**config.mk**
```make
export PLATFORM = sky130hd
export DESIGN_NAME = trigger_out_serializer
export DESIGN_NICKNAME = d
export VERILOG_FILES = /design/src/rtl/trigger_pkg.sv /design/src/rtl/trigger_code_fifo.sv /design/src/rtl/trigger_out_serializer.sv
export SDC_FILE = /design/constraint.sdc
export NUM_CORES = 1
export LEC_CHECK = 0
export ABC_CLOCK_PERIOD_IN_PS = 2040
export CORE_MARGIN = 3
export CORE_UTILIZATION = 49
export CTS_CLUSTER_SIZE = 20
export DETAILED_ROUTE_END_ITERATION = 10
export PLACE_DENSITY = 0.75
export SLEW_MARGIN = 10
export SYNTH_ARGS = -nofsm -noshare
export SYNTH_HDL_FRONTEND = slang
export SYNTH_HIERARCHICAL = 1
export SYNTH_SLANG_ARGS = --single-unit
```
**constraint.sdc**
```tcl
create_clock -name clk -period 2.04 [get_ports clk]
set_input_delay 0.408 -clock clk [delete_from_list [all_inputs] [get_ports clk]]
set_output_delay 0.408 -clock clk [all_outputs]
set_load 0.01 [all_outputs]
```
**src/rtl/trigger_pkg.sv**
```systemverilog
// Shared definitions for the trigger line: event codes, frame length and the
// serializer FSM state type. The downstream decoder maps codes through the
// same constants, so both ends of the line stay consistent.
package trigger_pkg;

  localparam logic [1:0] TRG_SYN = 2'b00;
  localparam logic [1:0] TRG_RST = 2'b01;
  localparam logic [1:0] TRG_TRG = 2'b10;
  localparam logic [1:0] TRG_RSR = 2'b11;

  localparam int TRG_FRAME_LEN = 3;

  typedef enum logic [1:0] {
    ST_IDLE = 2'd0,
    ST_B1   = 2'd1,
    ST_B0   = 2'd2,
    ST_GAPW = 2'd3
  } trg_state_t;

endpackage

```
**src/rtl/trigger_code_fifo.sv**
```systemverilog
// Synchronous FIFO holding pending 2-bit trigger codes.
// Ports:
//   clk, reset   clock and asynchronous active-high reset (pointers only)
//   push, din    write din when push=1 (caller guarantees !full)
//   pop, dout    dout shows the head entry; pop=1 discards it (caller guarantees !empty)
//   full, empty  occupancy flags derived from the current pointers
module trigger_code_fifo #(
  parameter int DEPTH = 4
) (
  input  logic       clk,
  input  logic       reset,
  input  logic       push,
  input  logic [1:0] din,
  input  logic       pop,
  output logic [1:0] dout,
  output logic       full,
  output logic       empty
);

  localparam int AW = $clog2(DEPTH);

  logic [1:0]  mem [DEPTH];
  // One extra pointer bit: equal low bits with differing MSB means full.
  logic [AW:0] wr_ptr;
  logic [AW:0] rd_ptr;

  always_ff @(posedge clk or posedge reset) begin
    if (reset) begin
      wr_ptr <= '0;
      rd_ptr <= '0;
    end else begin
      if (push) wr_ptr <= wr_ptr + (AW+1)'(1);
      if (pop)  rd_ptr <= rd_ptr + (AW+1)'(1);
    end
  end

  always_ff @(posedge clk) begin
    if (push) mem[wr_ptr[AW-1:0]] <= din;
  end

  assign dout  = mem[rd_ptr[AW-1:0]];
  assign empty = (wr_ptr == rd_ptr);
  assign full  = (wr_ptr[AW] != rd_ptr[AW]) && (wr_ptr[AW-1:0] == rd_ptr[AW-1:0]);

endmodule

```
**src/rtl/trigger_out_serializer.sv**
```systemverilog
// Queues trigger event codes and serialises each as a 3-bit frame
// (start '1', code[1], code[0]) onto a single idle-low line. The line only
// moves on clk edges with sync=1, so every bit lasts one sync period.
// Ports:
//   clk, reset   clock and asynchronous active-high reset
//   sync         bit-period strobe; all line state advances only when high
//   enable       allows new frames to start; a running frame always finishes
//   req_valid/req_code/req_ready   request push interface (ready = FIFO not full)
//   clr_drop     synchronous clear of drop_cnt (wins over an increment)
//   dout         registered serial line
//   busy         frame or gap running, or codes pending
//   frame_done   one-clk pulse alongside code[0] on the line
//   drop_cnt     saturating count of requests refused while full
module trigger_out_serializer
  import trigger_pkg::*;
#(
  parameter int DEPTH = 4,
  parameter int GAP   = 0
) (
  input  logic       clk,
  input  logic       reset,
  input  logic       sync,
  input  logic       enable,
  input  logic       req_valid,
  input  logic [1:0] req_code,
  output logic       req_ready,
  input  logic       clr_drop,
  output logic       dout,
  output logic       busy,
  output logic       frame_done,
  output logic [7:0] drop_cnt
);

  function automatic logic [7:0] sat_inc8(input logic [7:0] v);
    return (v == 8'hFF) ? v : v + 8'd1;
  endfunction

  trg_state_t state, state_nxt;
  logic       dout_nxt;
  logic       frame_done_nxt;
  logic [1:0] code_reg, code_nxt;
  logic [3:0] gap_cnt, gap_nxt;
  logic       fifo_push, fifo_pop, fifo_full, fifo_empty;
  logic [1:0] fifo_head;

  // Ready comes from pre-clock state: a pop in the same clk frees no room.
  assign req_ready = !fifo_full;
  assign fifo_push = req_valid && req_ready;
  assign busy      = (state != ST_IDLE) || !fifo_empty;

  trigger_code_fifo #(.DEPTH(DEPTH)) u_fifo (
    .clk   (clk),
    .reset (reset),
    .push  (fifo_push),
    .din   (req_code),
    .pop   (fifo_pop),
    .dout  (fifo_head),
    .full  (fifo_full),
    .empty (fifo_empty)
  );

  always_comb begin
    state_nxt      = state;
    dout_nxt       = dout;
    code_nxt       = code_reg;
    gap_nxt        = gap_cnt;
    frame_done_nxt = 1'b0;
    fifo_pop       = 1'b0;
    if (sync) begin
      case (state)
        ST_IDLE: begin
          if (enable && !fifo_empty) begin
            fifo_pop  = 1'b1;
            code_nxt  = fifo_head;
            dout_nxt  = 1'b1;
            state_nxt = ST_B1;
          end else begin
            dout_nxt = 1'b0;
          end
        end
        ST_B1: begin
          dout_nxt  = code_reg[1];
          state_nxt = ST_B0;
        end
        ST_B0: begin
          dout_nxt       = code_reg[0];
          frame_done_nxt = 1'b1;
          if (GAP == 0) begin
            state_nxt = ST_IDLE;
          end else begin
            gap_nxt   = 4'(GAP);
            state_nxt = ST_GAPW;
          end
        end
        ST_GAPW: begin
          // gap_cnt counts remaining idle bits including this one.
          dout_nxt = 1'b0;
          gap_nxt  = gap_cnt - 4'd1;
          if (gap_cnt == 4'd1) state_nxt = ST_IDLE;
        end
        default: state_nxt = ST_IDLE;
      endcase
    end
  end

  always_ff @(posedge clk or posedge reset) begin
    if (reset) begin
      state      <= ST_IDLE;
      dout       <= 1'b0;
      frame_done <= 1'b0;
      gap_cnt    <= 4'd0;
      drop_cnt   <= 8'd0;
    end else begin
      state      <= state_nxt;
      dout       <= dout_nxt;
      frame_done <= frame_done_nxt;
      gap_cnt    <= gap_nxt;
      if (clr_drop)                     drop_cnt <= 8'd0;
      else if (req_valid && !req_ready) drop_cnt <= sat_inc8(drop_cnt);
    end
  end

  always_ff @(posedge clk) begin
    code_reg <= code_nxt;
  end

endmodule

```
==> summary.txt <==
Status -> complete, no violations
Depth of the CTS H-tree -> 2
Clk network pwr share -> 0.168
Worst Path Class, Setup -> flip-flop to flip-flop
Ys async rst share -> 0.6875
DRC Markers -> 0
Avg Inst Size Synth -> 11.70 um^2
Multi-input gate area -> 764.5 um^2
Core ar. -> 3078 um^2
DR WL/cell -> 14.57 um
# setup viols final -> 0
Unique cell type count in the Yosys netlist -> 38
Worst Skew -> 0.01538 ns
Cell internal pwr -> 1.635 mW
Layout cells sized above 1 -> 0.2151
Syn_nets -> 153
Top cells by count, synth -> dfrtp_1 (22), edfxtp_1 (10), inv_1 (10), nor2_1 (10)
Area Growth Syn to Fin -> 27.71%
R2R depth -> 7
Initial antenna violation count -> 0
Worst slew margin -> 0.5878
Antenna-violating nets left -> 0
Post-synth EDFFs -> 10
Die area -> 3993 um^2
Root Buffer -> clkbuf_4
FF+latch count, synth -> 32
Gate Count Post-Synth -> 137
Max-cap viol count -> 0
Crit path DAT -> 2.23 ns
Crit start category -> flip-flop
Post-synthesis sequential area ratio -> 0.5308
Proportion of power drawn by combinational gates -> 0.418
CTS clk-pin slew, worst paths -> 0.10 ns
TritonCTS buffer count -> 5
Area of the mapped netlist -> 1603 um^2
Hpwl dp -> 2140 um
Ys flop type -> dfrtp_1
Ranking of synthesized cells by area -> dfrtp_1 (34%), edfxtp_1 (19%), ha_1 (6.2%)
Clock tree sinks -> 32
Critical Path, Cell by Cell -> xor2_4 -> nor3_2 -> buf_4 -> buf_6 -> nand4_1 -> a211oi_1 -> mux2_2
R2r setup slk -> 0.03 ns
GP Congestion -> 0.7438
CTS tree -> yes
Vias per Instance -> 5.306
Clk buf depth -> 2
Placed cell area -> 1872 um^2
Worst hold path class -> input pin to asynchronous set/reset pin
Leading area contributor after synthesis -> dfrtp_1
FMAX -> 498.7 MHz
FF/Latch Area -> 852.1 um^2
Clock latency on the worst-skew pair -> 0.33 ns
Critical Path RT -> 2.27 ns
Hold slack -> 0.3035 ns
CTS hold repair buffers -> 0
Fin. Hold Viols -> 0
Switch share -> 0.3539
Width of the chip -> 63.19 um
Starting density of the core -> 0.5207
Fill cells -> 252
CP max stage delay -> 0.47 ns
Diode count -> 0
Post-route cell area -> 2047 um^2
Final wirelength -> 3147 um
RR Startpoint -> u_fifo/rd_ptr[1]$_DFFE_PP0P_
Worst Tran Pin Value -> 0.6176 ns
Pins Over Slew Limit -> 0
Crit Path Max Fanout -> 7
Initial DRC count -> 35
I/O Buffers -> 19
End of the worst register-to-register path -> drop_cnt[3]$_DFFE_PP0P_
RSZ-0062 raised after global routing -> yes
Sw power -> 895.6 uW
Count leader, synth -> dfrtp_1
I/O pin count -> 20
Gr ovfl total -> 0
Crit-path slowest cell -> dfrtp_2
PwrDens -> 1236 nW/um^2
Ys Warns -> 6
Post-layout minimum cycle time -> 2.005 ns
Die H -> 63.19 um
Via count -> 1146
Largest net degree at the start of global routing -> 17
Fin crit share -> 0.9829
Vias in the first global route -> 1156
First-pass DRT Iterations -> 4
LEAKAGE -> 0.8754 nW
First-pass GRT wire length -> 5326 um
Tot GR Track Use -> 0.1780
Max IR drop VDD -> 0.6687 mV
Nets -> 187
Seq pwr share -> 0.414
Rows -> 20
Setup crit end -> drop_cnt[3]$_DFFE_PP0P_
Crit. End Element -> flip-flop
Top cell type's share of synthesized area -> 0.3435
Crit path from -> u_fifo/rd_ptr[1]$_DFFE_PP0P_
power groups by stage:
stage	sequential, mW	clock [mW]	combinational [mW]
final	1.05	0.425	1.06
after global routing	1.08	0.469	1.17
after CTS	1.04	0.430	0.960
after detailed placement	1.04	0	0.835
after global placement	1.03	0	0.792
after floorplan	1.01	0	0.528
final cells by class:
class	count	share of cell area
multi-input combinational	92	0.3735
timing repair buffer	30	0.1302
clock inverter	1	0.002445
tap	44	0.02689
clock buffer	7	0.03240
sequential	32	0.4163
inverter	10	0.01834
metrics by stage:
stage | setup WS [ns] | total power, mW | instances | setup TNS (ns) | utilization
floorplan | 0.03913 | 1.542 | 137 | 0 | -
global placement | 0.1536 | 1.819 | 202 | 0 | 0.6081
detailed placement | 0.1029 | 1.877 | 202 | 0 | 0.6081
CTS | 0.01787 | 2.432 | 213 | 0 | 0.6508
global route | -0.05695 | 2.719 | 216 | -0.1146 | 0.6650
finish | 0.03479 | 2.531 | 216 | 0 | 0.6650
placed cells by master (no fill, tap or decap), types with 2 or more instances in the layout:
master,synthesis,routed
dfrtp_1,22,21
clkdlybuf4s50_1,0,17
inv_1,10,10
nor2_1,10,10
edfxtp_1,10,10
buf_4,0,10
nand2_1,8,8
ha_1,8,8
mux2_2,5,5
clkbuf_4,0,5
nor3_1,5,4
o21ai_0,4,4
xor2_1,6,4
and2_1,4,4
nor3b_1,4,3
nand3_1,3,3
nor2b_1,3,3
xnor2_1,4,3
a31oi_1,2,2
a21oi_1,2,2
nand2b_1,2,2
nand4_1,2,2
a211oi_1,2,2
and4b_1,2,2
clkbuf_2,0,2
mux4_1,2,2
routing by layer:
layer  vias up  global-route usage  share of wire
met5         -                   0              0
met4         0             0.08086         0.0099
met3         2             0.06774          0.046
met2        22              0.2991           0.51
met1       570              0.2000           0.44
li1        552                   -              -
cells by family after synthesis:
kind of cell | synth area share
buffers and inverters | 0.03201
AOI/OAI and AO/OA | 0.06089
adders and majority gates | 0.06245
and+or+nand+nor | 0.1850
muxes | 0.07416
xor gates and xnor gates | 0.05464
DFF | 0.5308
what timing repair did:
item | in CTS | in global routing
pin swaps | 0 | 4
resized for setup | 9 | 8
setup buffers | 3 | 3
setup endpoints to repair | 2 | 5
critical path: cells and delay by family, from the launching register on:
family	cells	cell delay (ns)
xor+xnor	1	0.21
compound gates	1	0.26
simple gates	2	0.32
mux	1	0.36
buf+inv	2	0.27
flops	1	0.47
worst min-delay path by stage:
stage / startpoint / end / depth (start not counted)
global route: reset / u_fifo/rd_ptr[2]$_DFFE_PP0P_ / 2
global placement: gap_cnt[3]$_DFFE_PP0P_ / gap_cnt[3]$_DFFE_PP0P_ / 1
detailed placement: gap_cnt[3]$_DFFE_PP0P_ / gap_cnt[3]$_DFFE_PP0P_ / 1
finish: reset / u_fifo/wr_ptr[0]$_DFFE_PP0P_ / 2
floorplan: reset / u_fifo/rd_ptr[0]$_DFFE_PP0P_ / 1
CTS: reset / u_fifo/wr_ptr[0]$_DFFE_PP0P_ / 2
(Power assumes the default switching activity.)
